File: src/rtl/reg_scoreboard.sv
// Register-dependency scoreboard: per-register pending-write counters that gate issue.
// Optional SB_WB_BYPASS_EN lets a reader issue in the same cycle as its producer's write-back.
module reg_scoreboard #(
  parameter int NREG = 32,
  parameter int AW   = 5,
  parameter int CW   = 2,
  parameter int TW   = 6
) (
  input  logic          clk,
  input  logic          rst_n,
  input  logic          issue_valid,
  input  logic [AW-1:0] issue_rs1,
  input  logic [AW-1:0] issue_rs2,
  input  logic [AW-1:0] issue_rd,
  input  logic          issue_wen,
  output logic          issue_ready,
  input  logic          wb_valid,
  input  logic [AW-1:0] wb_rd,
  input  logic          flush,
  output logic [TW-1:0] inflight,
  output logic          err
);

  localparam logic [CW-1:0] CNT_MAX = '1;
  localparam logic [CW-1:0] CNT_ONE = CW'(1);

  logic [CW-1:0] cnt [1:NREG-1];

  logic [CW-1:0] rs1_cnt, rs2_cnt, rd_cnt, wb_cnt, rd_cnt_eff;
  logic          rs1_haz, rs2_haz, rd_haz;
  logic          accept, inc_en, dec_en, wb_zero;

  // Register 0 is untracked, so every lookup defaults to zero and only 1..NREG-1 override.
  always_comb begin
    rs1_cnt = '0;
    rs2_cnt = '0;
    rd_cnt  = '0;
    wb_cnt  = '0;
    for (int i = 1; i < NREG; i++) begin
      if (issue_rs1 == AW'(i)) rs1_cnt = cnt[i];
      if (issue_rs2 == AW'(i)) rs2_cnt = cnt[i];
      if (issue_rd  == AW'(i)) rd_cnt  = cnt[i];
      if (wb_rd     == AW'(i)) wb_cnt  = cnt[i];
    end
  end

  always_comb begin
    rd_cnt_eff = rd_cnt;
    if (wb_valid && (wb_rd == issue_rd) && (rd_cnt != '0))
      rd_cnt_eff = rd_cnt - CNT_ONE;
  end

`ifdef SB_WB_BYPASS_EN
  // The bank writes in clock-high and reads in clock-low, so a last pending write
  // retiring this cycle is already visible to a reader issuing this cycle.
  assign rs1_haz = (rs1_cnt != '0) &&
                   !((rs1_cnt == CNT_ONE) && wb_valid && (wb_rd == issue_rs1));
  assign rs2_haz = (rs2_cnt != '0) &&
                   !((rs2_cnt == CNT_ONE) && wb_valid && (wb_rd == issue_rs2));
`else
  assign rs1_haz = (rs1_cnt != '0);
  assign rs2_haz = (rs2_cnt != '0);
`endif

  assign rd_haz      = issue_wen && (issue_rd != '0) && (rd_cnt_eff == CNT_MAX);
  assign issue_ready = !rs1_haz && !rs2_haz && !rd_haz;

  assign accept  = issue_valid && issue_ready && !flush;
  assign inc_en  = accept && issue_wen && (issue_rd != '0);
  assign dec_en  = wb_valid && (wb_rd != '0) && (wb_cnt != '0);
  assign wb_zero = wb_valid && (wb_rd != '0) && (wb_cnt == '0);

  always_ff @(posedge clk) begin
    if (!rst_n) begin
      for (int i = 1; i < NREG; i++) cnt[i] <= '0;
      inflight <= '0;
      err      <= 1'b0;
    end else if (flush) begin
      for (int i = 1; i < NREG; i++) cnt[i] <= '0;
      inflight <= '0;
    end else begin
      for (int i = 1; i < NREG; i++) begin
        if (inc_en && (issue_rd == AW'(i)) && !(dec_en && (wb_rd == AW'(i))))
          cnt[i] <= cnt[i] + CNT_ONE;
        else if (dec_en && (wb_rd == AW'(i)) && !(inc_en && (issue_rd == AW'(i))))
          cnt[i] <= cnt[i] - CNT_ONE;
      end
      inflight <= inflight + TW'(inc_en) - TW'(dec_en);
      if (wb_zero) err <= 1'b1;
    end
  end

endmodule

File: config.mk
export PLATFORM = sky130hd
export DESIGN_NAME = reg_scoreboard
export DESIGN_NICKNAME = d
export VERILOG_FILES = /design/src/rtl/reg_scoreboard.sv
export SDC_FILE = /design/constraint.sdc
export NUM_CORES = 1
export LEC_CHECK = 0
export CAP_MARGIN = 25
export CORE_MARGIN = 2
export CORE_UTILIZATION = 25
export DETAILED_ROUTE_END_ITERATION = 10
export HOLD_SLACK_MARGIN = 0.05
export MAX_ROUTING_LAYER = met4
export PLACE_DENSITY = 0.43
export SYNTH_ARGS = -nofsm -noshare
export SYNTH_HDL_FRONTEND = slang
export SYNTH_SLANG_ARGS = --single-unit
File: constraint.sdc
create_clock -name clk -period 6.15 [get_ports clk]
set_input_delay 1.23 -clock clk [delete_from_list [all_inputs] [get_ports clk]]
set_output_delay 1.23 -clock clk [all_outputs]
set_load 0.02 [all_outputs]
# Word-level counts from Yosys, hierarchy flattened
# Memory sizes are Yosys's and may differ from the RTL's.
# Cells that the tools add are included.
dict set report totals {
  ff_bits 7
  mem_bits_rw 62
  in_bits 26
  output_inout_bits 8
  wordCells 1002
  n_memories 1
}
dict set report classes {
  add_sub_neg 65
  eq_ne 126
  muxes 501
  bitwise_logic 95
  n_reduce_logical 212
}
# memory depth width rd rd_ports_with_merged_regs wr line
set memory_table {}
lappend memory_table {cnt 31 2 31 0 31 27} ;# logic [CW-1:0] cnt [1:NREG-1];
# operator n
set op_table {}
lappend op_table {{$mux W2} 218}
lappend op_table {{$eq A5 B5 Y1 const B} 64}
lappend op_table {{$mux W1} 283}
lappend op_table {{$eq A5 B4 Y1 const B} 32}
lappend op_table {{$logic_and A1 B1 Y1} 137}
lappend op_table {{$or A1 B1 Y1} 93}
lappend op_table {{$eq A5 B3 Y1 const B} 16}
lappend op_table {{$logic_not A1 Y1} 66}
lappend op_table {{$sub A2 B1 Y2 const B} 32}
lappend op_table {{$add A2 B1 Y2 const B} 31}
lappend op_table {{$eq A5 B2 Y1 const B} 8}
lappend op_table {{$eq A5 B1 Y1 const B} 4}
lappend op_table {{$reduce_bool A5 Y1} 2}
lappend op_table {{$reduce_bool A2 Y1} 4}
lappend op_table {{$add A6 B1 Y6} 1}
lappend op_table {{$sub A6 B1 Y6} 1}
lappend op_table {{$eq A5 B5 Y1} 1}
lappend op_table {{$eq A2 B2 Y1 const B} 1}
lappend op_table {{$logic_not A2 Y1} 1}
lappend op_table {{$not A1 Y1} 2}
lappend op_table {{$reduce_and A2 Y1} 1}
lappend op_table {{$reduce_or A2 Y1} 1}

# Longest topological paths before layout
# Gate-level depths: netlist of the first run.
dict set report logic_depth {
  ltp_word 52
  mapped_depth 27
}

# Least setup slack after synthesis of the first run
# Ideal clock, no wire load.
dict set report synth_timing {
  kind {input port to flip-flop}
  startpoint {input port issue_rd[1]}
  endpoint {register inflight[4]}
  setup_ns 0.128
  t_arrival_ns 5.622
  required_ns 6.022
  slack_ns 0.401
  stages 24
  path_buffers 4
  cell_sequence {buf_6 > buf_2 > buf_2 > o21ai_1 > o211ai_1 > o41a_2 > o211ai_2 > or2b_1 > ha_1 > or3_1 > nand2b_1 > nand3_1 > or4_1 > buf_6 > inv_1 > nand2_1 > ha_1 > inv_1 > ha_1 > fa_1 > a21o_1 > a21oi_1 > xor2_1 > nor2_1}
}
dict set report synth_via {
  elab_chain_len 45
  elab_cells_between_ends 80
  classes_between {add/sub (3); eq/ne (33); mux (32); reduce/logical (12)}
}
# element line
set synth_lines {}
lappend synth_lines {{start, declared} 14} ;# input logic [AW-1:0] issue_rd,
lappend synth_lines {{branches (longest 36 deep; another with $eq A5 B1 Y1)} --}
lappend synth_lines {{$logic_and A1 B1 Y1 (*)} 65} ;# assign rd_haz = issue_wen && (issue_rd != '0) && (rd_cnt_eff == CNT_MAX);
lappend synth_lines {{$logic_not A1 Y1 (*)} 66} ;# assign issue_ready = !rs1_haz && !rs2_haz && !rd_haz;
lappend synth_lines {{$logic_and A1 B1 Y1 (*)} 66}
lappend synth_lines {{named net issue_ready} 16} ;# output logic issue_ready,
lappend synth_lines {{$logic_and A1 B1 Y1 (*) (2 in series)} 68} ;# assign accept = issue_valid && issue_ready && !flush;
lappend synth_lines {{$logic_and A1 B1 Y1 (*) (2 in series)} 69} ;# assign inc_en = accept && issue_wen && (issue_rd != '0);
lappend synth_lines {{$add A6 B1 Y6 (*)} 88} ;# inflight <= inflight + TW'(inc_en) - TW'(dec_en);
lappend synth_lines {{$sub A6 B1 Y6 (*)} 88}
lappend synth_lines {{end signal, assigned} 88}
lappend synth_lines {{end, declared} 20} ;# output logic [TW-1:0] inflight,
# Mark *: on every way through the listed nets, which the timed path passes.
# A chain may end at the register's enable or synchronous reset.

# Worst setup path after layout of the first run
dict set report layout_timing {
  startpoint {input port issue_rd[2]}
  endpoint {output port issue_ready}
}
dict set report layout_via {
  elab_chain_len 39
  elab_cells_between_ends 74
  classes_between {add/sub (1); eq/ne (33); mux (32); reduce/logical (8)}
}
# element line
set layout_lines {}
lappend layout_lines {{branches (longest 36 deep; another with $eq A5 B1 Y1)} --}
lappend layout_lines {{$logic_and A1 B1 Y1 (*)} 65}
lappend layout_lines {{$logic_not A1 Y1 (*)} 66}
lappend layout_lines {{$logic_and A1 B1 Y1 (*)} 66}
lappend layout_lines {{end, declared} 16}
# Every way passes the cells marked *.

==> results of run 1 <==
## state kept, by name (all words and copies together) (netlist names)
name,count
cnt,62
err,1
inflight,6
## cells in the final DEF, fill, tap and decap left out, drive strengths merged, types with 7 or more instances in the layout
cell type,instances
clkbuf,10
ha,7
o211ai,26
nand3b,11
a221oi,8
a2111oi,9
xnor2,30
o2111ai,9
nor4,31
nor4b,9
nand2,47
dfxtp,7
or4,22
and2,9
edfxtp,62
nand2b,34
a211oi,37
nor2b,19
a2bb2oi,8
buf,134
mux2i,21
or3b,7
mux2,10
xor2,11
clkdlybuf4s50,31
or3,38
a31oi,9
nor3,26
o31ai,14
inv,34
or4b,8
a21o,10
nand3,78
nor3b,16
nor2,60
a21oi,62
o22ai,20
o21ai,78
## worst max path at each step
| stage | start | end | slack (ns) |
|---|---|---|---|
| CTS | issue_rd[2] | issue_ready | 0.03 |
| finish | issue_rd[2] | issue_ready | 0.20 |
| global route | issue_rd[2] | issue_ready | 0.02 |
| global placement | issue_rd[4] | issue_ready | -0.27 |
| detailed placement | issue_rd[2] | issue_ready | -0.33 |
| floorplan | issue_rd[1] | inflight[4] | 0.40 |
## repair_timing
item,4_1_cts,5_1_grt
gates resized for setup,5,9
buffers inserted,0,0
setup endpoints to repair,1,3
hold buffers,0,0
cloned,0,0
## through the flow
stage	util	power (mW)	hold slack [ns]	setup slack, ns	area (µm²)
2_1_floorplan	-	0.941	0.593	0.401	8600
3_3_place_gp	0.298	1.18	0.460	-0.267	10100
3_5_place_dp	0.299	1.18	0.458	-0.327	10100
4_1_cts	0.308	1.73	0.477	0.0263	10400
5_1_grt	0.309	1.82	0.509	0.0164	10400
6_report	0.309	1.74	0.471	0.202	10400
## metal layers
| metal | global-route usage | vias to the layer above | routed length [µm] |
|---|---|---|---|
| li1 | - | 4478 | - |
| met1 | 0.312 | 4727 | 18100 |
| met2 | 0.341 | 457 | 17500 |
| met3 | 0.0254 | 63 | 2750 |
| met4 | 0.0572 | 0 | 803 |
| met5 | - | - | 0 |
## area by class of cell
class	instances	area, µm²
Multi-Input combinational cell	894	6020
Sequential cell	69	2000
Clock buffer	10	229
Antenna cell	1	2.50
Clock inverter	6	62.6
Inverter	34	128
Tap cell	448	561
Fill cell	3644	23300
Timing Repair Buffer	166	1420
## kinds of logic after synthesis
logic type	Yosys count	share of synthesized area
simple gates	455	0.311
buf+inv	148	0.0755
mux	32	0.0402
flops	69	0.233
fa+ha+maj	8	0.0125
compound gates	358	0.286
xor+xnor	41	0.0418
## worst max-delay path, delay by kind of cell
kind	cells	cell delay [ns]
compound gates	3	0.69
fa+ha+maj	1	0.20
simple gates	8	1.51
buf+inv	5	1.09
## where the power goes
part / internal, mW / leakage [nW] / total [mW] / switching, mW
combinational: 0.234 / 2.50 / 0.597 / 0.363
clock: 0.314 / 0.137 / 0.546 / 0.231
sequential: 0.536 / 0.749 / 0.593 / 0.0567
total: 1.08 / 3.38 / 1.74 / 0.651
==> impl_metrics.env, run 1 <==
export IMPL_status="complete, no violations"
export IMPL_critPathKind="primary input to primary output"
export IMPL_fin_crit_ns=5.95
export IMPL_clkSlewWorstSetupHoldPaths_ns=0.06
export IMPL_vias=9725
export IMPL_crit_top_cell="buf_4"
export IMPL_ys_types=89
export IMPL_max_slew_margin_rel=0.356
export IMPL_cp_slowest_cell="o41a_2"
export IMPL_drc=0
export IMPL_hold_path_class="flip-flop to flip-flop"
export IMPL_start_kind="primary input"
export IMPL_cts_buffers=9
export IMPL_synth_most_common_cell="nand3_1"
export IMPL_reg2reg_from="cnt[0][33]"
export IMPL_skew_ns=0.0124
export IMPL_netlist_instances=1111
export IMPL_cts_num_sinks=69
export IMPL_p_per_area_nw_per_um2=166
export IMPL_fmaxAchievable_mhz=168
export IMPL_cts_tree="done"
export IMPL_wl_um=39200
export IMPL_period_share=0.967
export IMPL_via_per_inst=5.97
export IMPL_reg2reg_to="inflight[4]"
export IMPL_slowest_delay_ns=0.50
export IMPL_p_leak_nw=3.38
export IMPL_numPortBuffers=33
export IMPL_die_x_um=189
export IMPL_dr_pass1_iters=6
export IMPL_layout_nets=1208
export IMPL_worstPathArrival_ns=4.72
export IMPL_tightest_slew_ns=0.967
export IMPL_clockBufferDepth=2
export IMPL_syn_nets=1145
export IMPL_cp_data_required_time_ns=4.92
export IMPL_area_delta_synth_final_pct=21.3
export IMPL_drt_initial_drc_count=1201
export IMPL_hold_violations=0
export IMPL_async_reset_ff_frac=0
export IMPL_hold_depth=1
export IMPL_track_usage=0.223
export IMPL_hpwlAfterDp_um=28900
export IMPL_syn_area_um2=8600
export IMPL_ys_ff_latch=69
export IMPL_h_tree_depth=3
export IMPL_clkLatencyLatePin_ns=0.35
export IMPL_synth_seq_area_share=0.233
export IMPL_crit_path_end_kind="primary output"
export IMPL_cts_root_buf="clkbuf_16"
export IMPL_rows=67
export IMPL_synth_area_leader_cell="edfxtp_1"
export IMPL_synth_top_area_frac=0.217
export IMPL_rsz0062_at_grt="no"
export IMPL_synthTopCellsByArea="edfxtp_1, nand3_1, o21ai_0"
export IMPL_synth_common_cells="nand3_1, o21ai_0, clkbuf_1, a21oi_1, edfxtp_1"
export IMPL_drv_slew=0
export IMPL_setup_violations_final=0
export IMPL_grt_pass1_vias=9021
export IMPL_placed_cells=1611
export IMPL_grt_overflow=0
export IMPL_grt_antenna_before_repair=1
export IMPL_die_y_um=189
export IMPL_critPathMaxFanout=12
export IMPL_timing_setup_tns_ns=0
export IMPL_min_to="err"
export IMPL_syn_avg_cell_area_um2=7.74
export IMPL_grt_max_degree=118
export IMPL_gp_congestion=0.972
export IMPL_synth_edf_count=62
export IMPL_crit_chain="clkdlybuf4s50_1 -> buf_4 -> buf_4 -> and3b_1 -> nand2_1 -> o211ai_1 -> o41a_2 -> o211ai_2 -> or2b_1 -> ha_1 -> nand4b_1 -> or3_1 -> nand2b_1 -> nand3_1 -> or4_4 -> inv_1 -> clkdlybuf4s15_2"
export IMPL_grt_pass1_wl_um=58800
export IMPL_ys_warn_count=0
export IMPL_ios=34
export IMPL_rrSetupSlack_ns=1.17
export IMPL_synth_ff_type="edfxtp_1"
export IMPL_wl_per_cell_um=24.1
export IMPL_antenna_left=0
export IMPL_ir_drop_v=0.000145
export IMPL_die_area_um2=35900
export IMPL_coreArea_um2=33700
export IMPL_maxCapViolCount=0
export IMPL_instances_no_fill=1628
export IMPL_start_util=0.255
export IMPL_drive_gt1_frac=0.160
export IMPL_reg2reg_depth=22
export IMPL_worstHoldStart="err"
No activity file was read; power rests on OpenSTA's default activity.
==> run 2: changes to the inputs <==
==> constraint.sdc (replaced) <==
create_clock -name clk -period 5.8 [get_ports clk]
set_input_delay 1.16 -clock clk [delete_from_list [all_inputs] [get_ports clk]]
set_output_delay 1.16 -clock clk [all_outputs]
set_load 0.05 [all_outputs]
==> run 2 against run 1 <==
Global-route usage is 0.17 points higher; total power rose by 10%; critical path type unchanged; core utilization grew 1.1 points; highest routed layer unchanged; combinational power up 16%; clock skew down 0.00085 ns; first-iteration DRC count decreased by 7.2%; die area unchanged; count of clock-buffer cells in the layout is the same; sequential power increased by 5.2%; non-clock buffer count grew 36; setup slack gained 0.0011 ns; clock power increased by 9.5%.
==> impl_metrics.env, run 2 (synthesis gave the netlist of run 1 again) <==
export IMPL_setup_ws_ns=0.203
export IMPL_skew_ns=0.0116
export IMPL_combPwrFrac=0.361
export IMPL_track_usage=0.225
export IMPL_instances_no_fill=1663
export IMPL_ir_drop_v=0.000131
export IMPL_swShare=0.379
export IMPL_clkLatencyLatePin_ns=0.35
export IMPL_total_power_mw=1.91
export IMPL_critPathKind="primary input to primary output"
export IMPL_switching_power_mw=0.726
export IMPL_die_x_um=189
export IMPL_registers_top_by_ff_count="cnt"
export IMPL_top_regs="cnt (62), inflight (6), err (1)"
export IMPL_cts_num_sinks=69
export IMPL_wl_per_cell_um=23.8
export IMPL_numPortBuffers=33
export IMPL_cts_tree="done"
export IMPL_drive_gt1_frac=0.190
export IMPL_p_leak_nw=3.61
export IMPL_layout_commonest_cell="buf_4"
export IMPL_period_share=0.965
export IMPL_cts_buffers=9
export IMPL_tightest_slew_ns=0.947
export IMPL_grt_pass1_vias=9074
export IMPL_vias=9811
export IMPL_start_util=0.255
export IMPL_cp_data_required_time_ns=4.64
export IMPL_layout_common_cells="buf_4, nand3_1, o21ai_0"
export IMPL_die_y_um=189
export IMPL_fin_crit_ns=5.60
export IMPL_critPathBufInv=10
export IMPL_hold_violations=0
export IMPL_cts_root_buf="clkbuf_16"
export IMPL_dpl_cell_area_um2=10300
export IMPL_placed_cells=1640
export IMPL_wl_um=39600
export IMPL_max_slew_margin_rel=0.360
export IMPL_crit_top_cell="buf_4"
export IMPL_critPathMaxFanout=6
export IMPL_antenna_left=0
export IMPL_design_area_um2=10800
export IMPL_drc=0
export IMPL_clkSlewWorstSetupHoldPaths_ns=0.06
export IMPL_crit_chain="dlygate4sd2_1 -> buf_6 -> buf_6 -> buf_4 -> and3b_2 -> buf_4 -> nand3_1 -> buf_4 -> a32oi_1 -> o22ai_1 -> or2b_1 -> ha_1 -> nand4b_1 -> or3_1 -> buf_4 -> o22ai_2 -> or4_4 -> clkinvlp_4 -> buf_6 -> buf_12"
export IMPL_start_kind="primary input"
export IMPL_grt_overflow=0
export IMPL_gp_congestion=0.970
export IMPL_drt_initial_drc_count=1114
export IMPL_clockBufferDepth=2
export IMPL_dr_pass1_iters=5
export IMPL_die_area_um2=35900
export IMPL_hold_path_class="flip-flop to flip-flop"
export IMPL_p_int_mw=1.19
export IMPL_area_delta_synth_final_pct=25.6
export IMPL_ios=34
export IMPL_rows=67
export IMPL_grt_pass1_wl_um=59000
export IMPL_setup_violations_final=0
export IMPL_grt_max_degree=66
export IMPL_p_per_area_nw_per_um2=177
export IMPL_crit_path_end_kind="primary output"
export IMPL_hpwlAfterDp_um=29700
export IMPL_slowest_delay_ns=0.35
export IMPL_grt_antenna_before_repair=2
export IMPL_worstPathArrival_ns=4.44
export IMPL_cp_slowest_cell="or3_1"
export IMPL_largest_reg_flops=62
export IMPL_rsz0062_at_grt="no"
export IMPL_seq_power_share=0.326
export IMPL_dpl_worst_slack_ns=-0.477
export IMPL_layout_nets=1244
export IMPL_drv_slew=0
export IMPL_maxCapViolCount=0
export IMPL_coreArea_um2=33700
export IMPL_h_tree_depth=3
export IMPL_crit_family="buffers and inverters"
export IMPL_via_per_inst=5.90
export IMPL_status="complete, no violations"
export IMPL_p_clk_frac=0.313
export IMPL_fmaxAchievable_mhz=179
==> run 2: cell types whose count changed in the layout (fill, tap and decap cells not counted), moves of 2 or more <==
cell / previous run / this run
buf_4: 125 / 155
buf_6: 1 / 5
clkdlybuf4s50_1: 31 / 27
buf_12: 6 / 9
dlygate4sd2_1: 0 / 3
nor4bb_2: 2 / 0
==> run 2: path summary, 6_finish.rpt <==
check	start	end	slack (ns)	cells past startpoint
setup / recovery	issue_rd[3]	issue_ready	0.20	20
hold / removal	err	err	0.47	1
setup reg to reg	cnt[0][30]	inflight[4]	1.09	20
hold reg to reg	err	err	0.47	1
==> run 2: layout make-up <==
class                      count  area, µm²
timing repair buffer         202       1750
fill                        3602      22900
tap                          448        561
antenna                        1       2.50
inverter                      34        131
clock buffer                  10        239
sequential                    69       2000
clock inverter                 5       60.1
multi-input combinational    894       6050
==> run 2: power by group through the flow <==
stage	logic [mW]	clock network (mW)	registers, mW
3_5_place_dp	0.660	0	0.633
4_1_cts	0.679	0.609	0.623
6_report	0.690	0.598	0.624
5_1_grt	0.743	0.628	0.626
2_1_floorplan	0.391	0	0.629
3_3_place_gp	0.666	0	0.634
==> run 2: metrics by stage <==
stage                     hold slack (ns)  utilization  TNS, ns
after floorplan                     0.598            -        0
after global placement              0.463        0.306    -1.89
after detailed placement            0.459        0.306    -5.06
after CTS                           0.479        0.319        0
after global routing                0.507        0.320        0
final                               0.471        0.320        0
==> run 2: what timing repair did <==
item | CTS | global route
hold buffers | 0 | 0
setup endpoints to repair | 3 | 3
hold endpoints to repair | 0 | 0
buffers inserted | 6 | 0
pin swaps | 8 | 4
cloned | 1 | 0
gates resized for setup | 21 | 7
==> run 2: layer usage <==
layer	track usage	wire length (µm)
met5	-	0
met2	0.345	17800
met3	0.0241	2370
met1	0.306	18100
met4	0.0799	1320
==> run 3: changes to the inputs <==
DONT_BUFFER_PORTS = 1   (was default)
MAX_ROUTING_LAYER = default   (was met4)
PLACE_DENSITY = 0.41   (was 0.43)
==> run 3 against run 2 <==
Cell area shrank 14%; non-clock buffer count shrank 162; global-route usage shrank 1.7 points; via count shrank 6.2%; critical path depth shrank 7; register-to-register slack lost 0.41 ns; maximum frequency grew 2.2%; critical path type unchanged; highest routed layer is now met5.
==> impl_metrics.env, run 3 (synthesis gave the netlist of run 1 again) <==
export IMPL_worstPathArrival_ns=4.32
export IMPL_wl_per_cell_um=25.4
export IMPL_dpl_worst_slack_ns=0.0686
export IMPL_drc=0
export IMPL_hold_depth=1
export IMPL_top_regs="cnt (62), inflight (6), err (1)"
export IMPL_vias=9198
export IMPL_setup_violations_final=0
export IMPL_clkLatencyLatePin_ns=0.35
export IMPL_layout_commonest_cell="nand3_1"
export IMPL_grt_antenna_before_repair=4
export IMPL_cts_tree="done"
export IMPL_ctsResizeCount=0
export IMPL_drive_gt1_frac=0.0864
export IMPL_track_usage=0.208
export IMPL_cts_buffers=9
export IMPL_tightest_slew_ns=0.835
export IMPL_grt_pass1_vias=8509
export IMPL_maxCapViolCount=0
export IMPL_fin_crit_ns=5.48
export IMPL_hold_path_class="flip-flop to flip-flop"
export IMPL_instances_no_fill=1502
export IMPL_hpwlAfterDp_um=27100
export IMPL_coreArea_um2=33700
export IMPL_nFillCells=3697
export IMPL_die_y_um=189
export IMPL_ir_drop_v=0.000131
export IMPL_area_delta_synth_final_pct=7.73
export IMPL_hold_buffers=0
export IMPL_die_area_um2=35900
export IMPL_cts_root_buf="clkbuf_16"
export IMPL_registers_top_by_ff_count="cnt"
export IMPL_rsz0062_at_grt="no"
export IMPL_p_leak_nw=2.76
export IMPL_reg2reg_depth=21
export IMPL_gp_congestion=0.919
export IMPL_layout_nets=1082
export IMPL_start_kind="primary input"
export IMPL_period_share=0.944
export IMPL_drv_slew=0
export IMPL_dr_pass1_iters=6
export IMPL_placed_cells=1485
export IMPL_drt_initial_drc_count=1286
export IMPL_critPathMaxFanout=29
export IMPL_layout_common_cells="nand3_1, o21ai_0, a21oi_1, edfxtp_1, nor2_1"
export IMPL_cts_num_sinks=69
export IMPL_die_x_um=189
export IMPL_h_tree_depth=3
export IMPL_largest_reg_flops=62
export IMPL_timing_setup_tns_ns=0
export IMPL_setup_ws_ns=0.324
export IMPL_numPortBuffers=0
export IMPL_hold_violations=0
export IMPL_grt_max_degree=117
export IMPL_p_per_area_nw_per_um2=181
export IMPL_wl_um=38100
export IMPL_skew_ns=0.00907
export IMPL_grt_overflow=0
export IMPL_start_util=0.255
export IMPL_clockBufferDepth=2
export IMPL_crit_path_end_kind="primary output"
export IMPL_via_per_inst=6.12
export IMPL_cts_setup_buffers=0
export IMPL_rows=67
export IMPL_max_slew_margin_rel=0.438
export IMPL_grt_pass1_wl_um=56100
export IMPL_seqCellArea_um2=2000
export IMPL_cp_data_required_time_ns=4.64
export IMPL_clkSlewWorstSetupHoldPaths_ns=0.06
export IMPL_multiInputGateArea_um2=5970
export IMPL_ios=34
export IMPL_status="complete, no violations"
export IMPL_fmaxAchievable_mhz=183
export IMPL_critPathKind="primary input to primary output"
export IMPL_antenna_left=0
[run 3: area by class of cell]
type	count	area share
multi-input cells	894	0.645
flip-flops and latches	69	0.216
well taps	448	0.0605
repair buffers	40	0.0338
clock buffers	10	0.0258
inverters	34	0.0142
clock inverters	6	0.00419
diodes	1	0.000270
[run 3: metal layers]
| layer | global-route usage | part of all wire |
|---|---|---|
| met1 | 0.286 | 0.44 |
| met2 | 0.314 | 0.43 |
| met3 | 0.0545 | 0.096 |
| met4 | 0.0701 | 0.031 |
| met5 | 0 | 0.00029 |
[run 3: final timing paths]
check,start,slack (ns),end
hold reg to reg,cnt[0][58],0.65,cnt[0][58]
setup / recovery,issue_rd[4],0.32,issue_ready
setup reg to reg,cnt[0][33],0.68,inflight[4]
hold / removal,cnt[0][58],0.65,cnt[0][58]
[run 3: through the flow]
| stage | power [mW] | instance area, µm² | utilization | hold WS (ns) |
|---|---|---|---|---|
| floorplan | 1.02 | 8600 | - | 0.598 |
| global placement | 1.13 | 8980 | 0.266 | 0.638 |
| detailed placement | 1.13 | 8980 | 0.266 | 0.639 |
| CTS | 1.68 | 9260 | 0.275 | 0.647 |
| global route | 1.74 | 9260 | 0.275 | 0.669 |
| finish | 1.68 | 9260 | 0.275 | 0.648 |
[run 3: critical path: stages]
cell and delay (ns):
or3_1 0.37, a2111oi_0 0.43, o221ai_1 0.19, o41a_2 0.16, o211ai_2 0.08, or2b_1 0.25
ha_1 0.27, or3_1 0.11, nand2b_1 0.11, nand3_1 0.07, or4_2 0.76, clkinvlp_4 0.11
buf_4 0.23
[run 3: power breakdown]
part / internal (mW) / leakage, nW / switching (mW)
combinational: 0.175 / 1.88 / 0.297
sequential: 0.568 / 0.749 / 0.0869
clock: 0.300 / 0.134 / 0.249
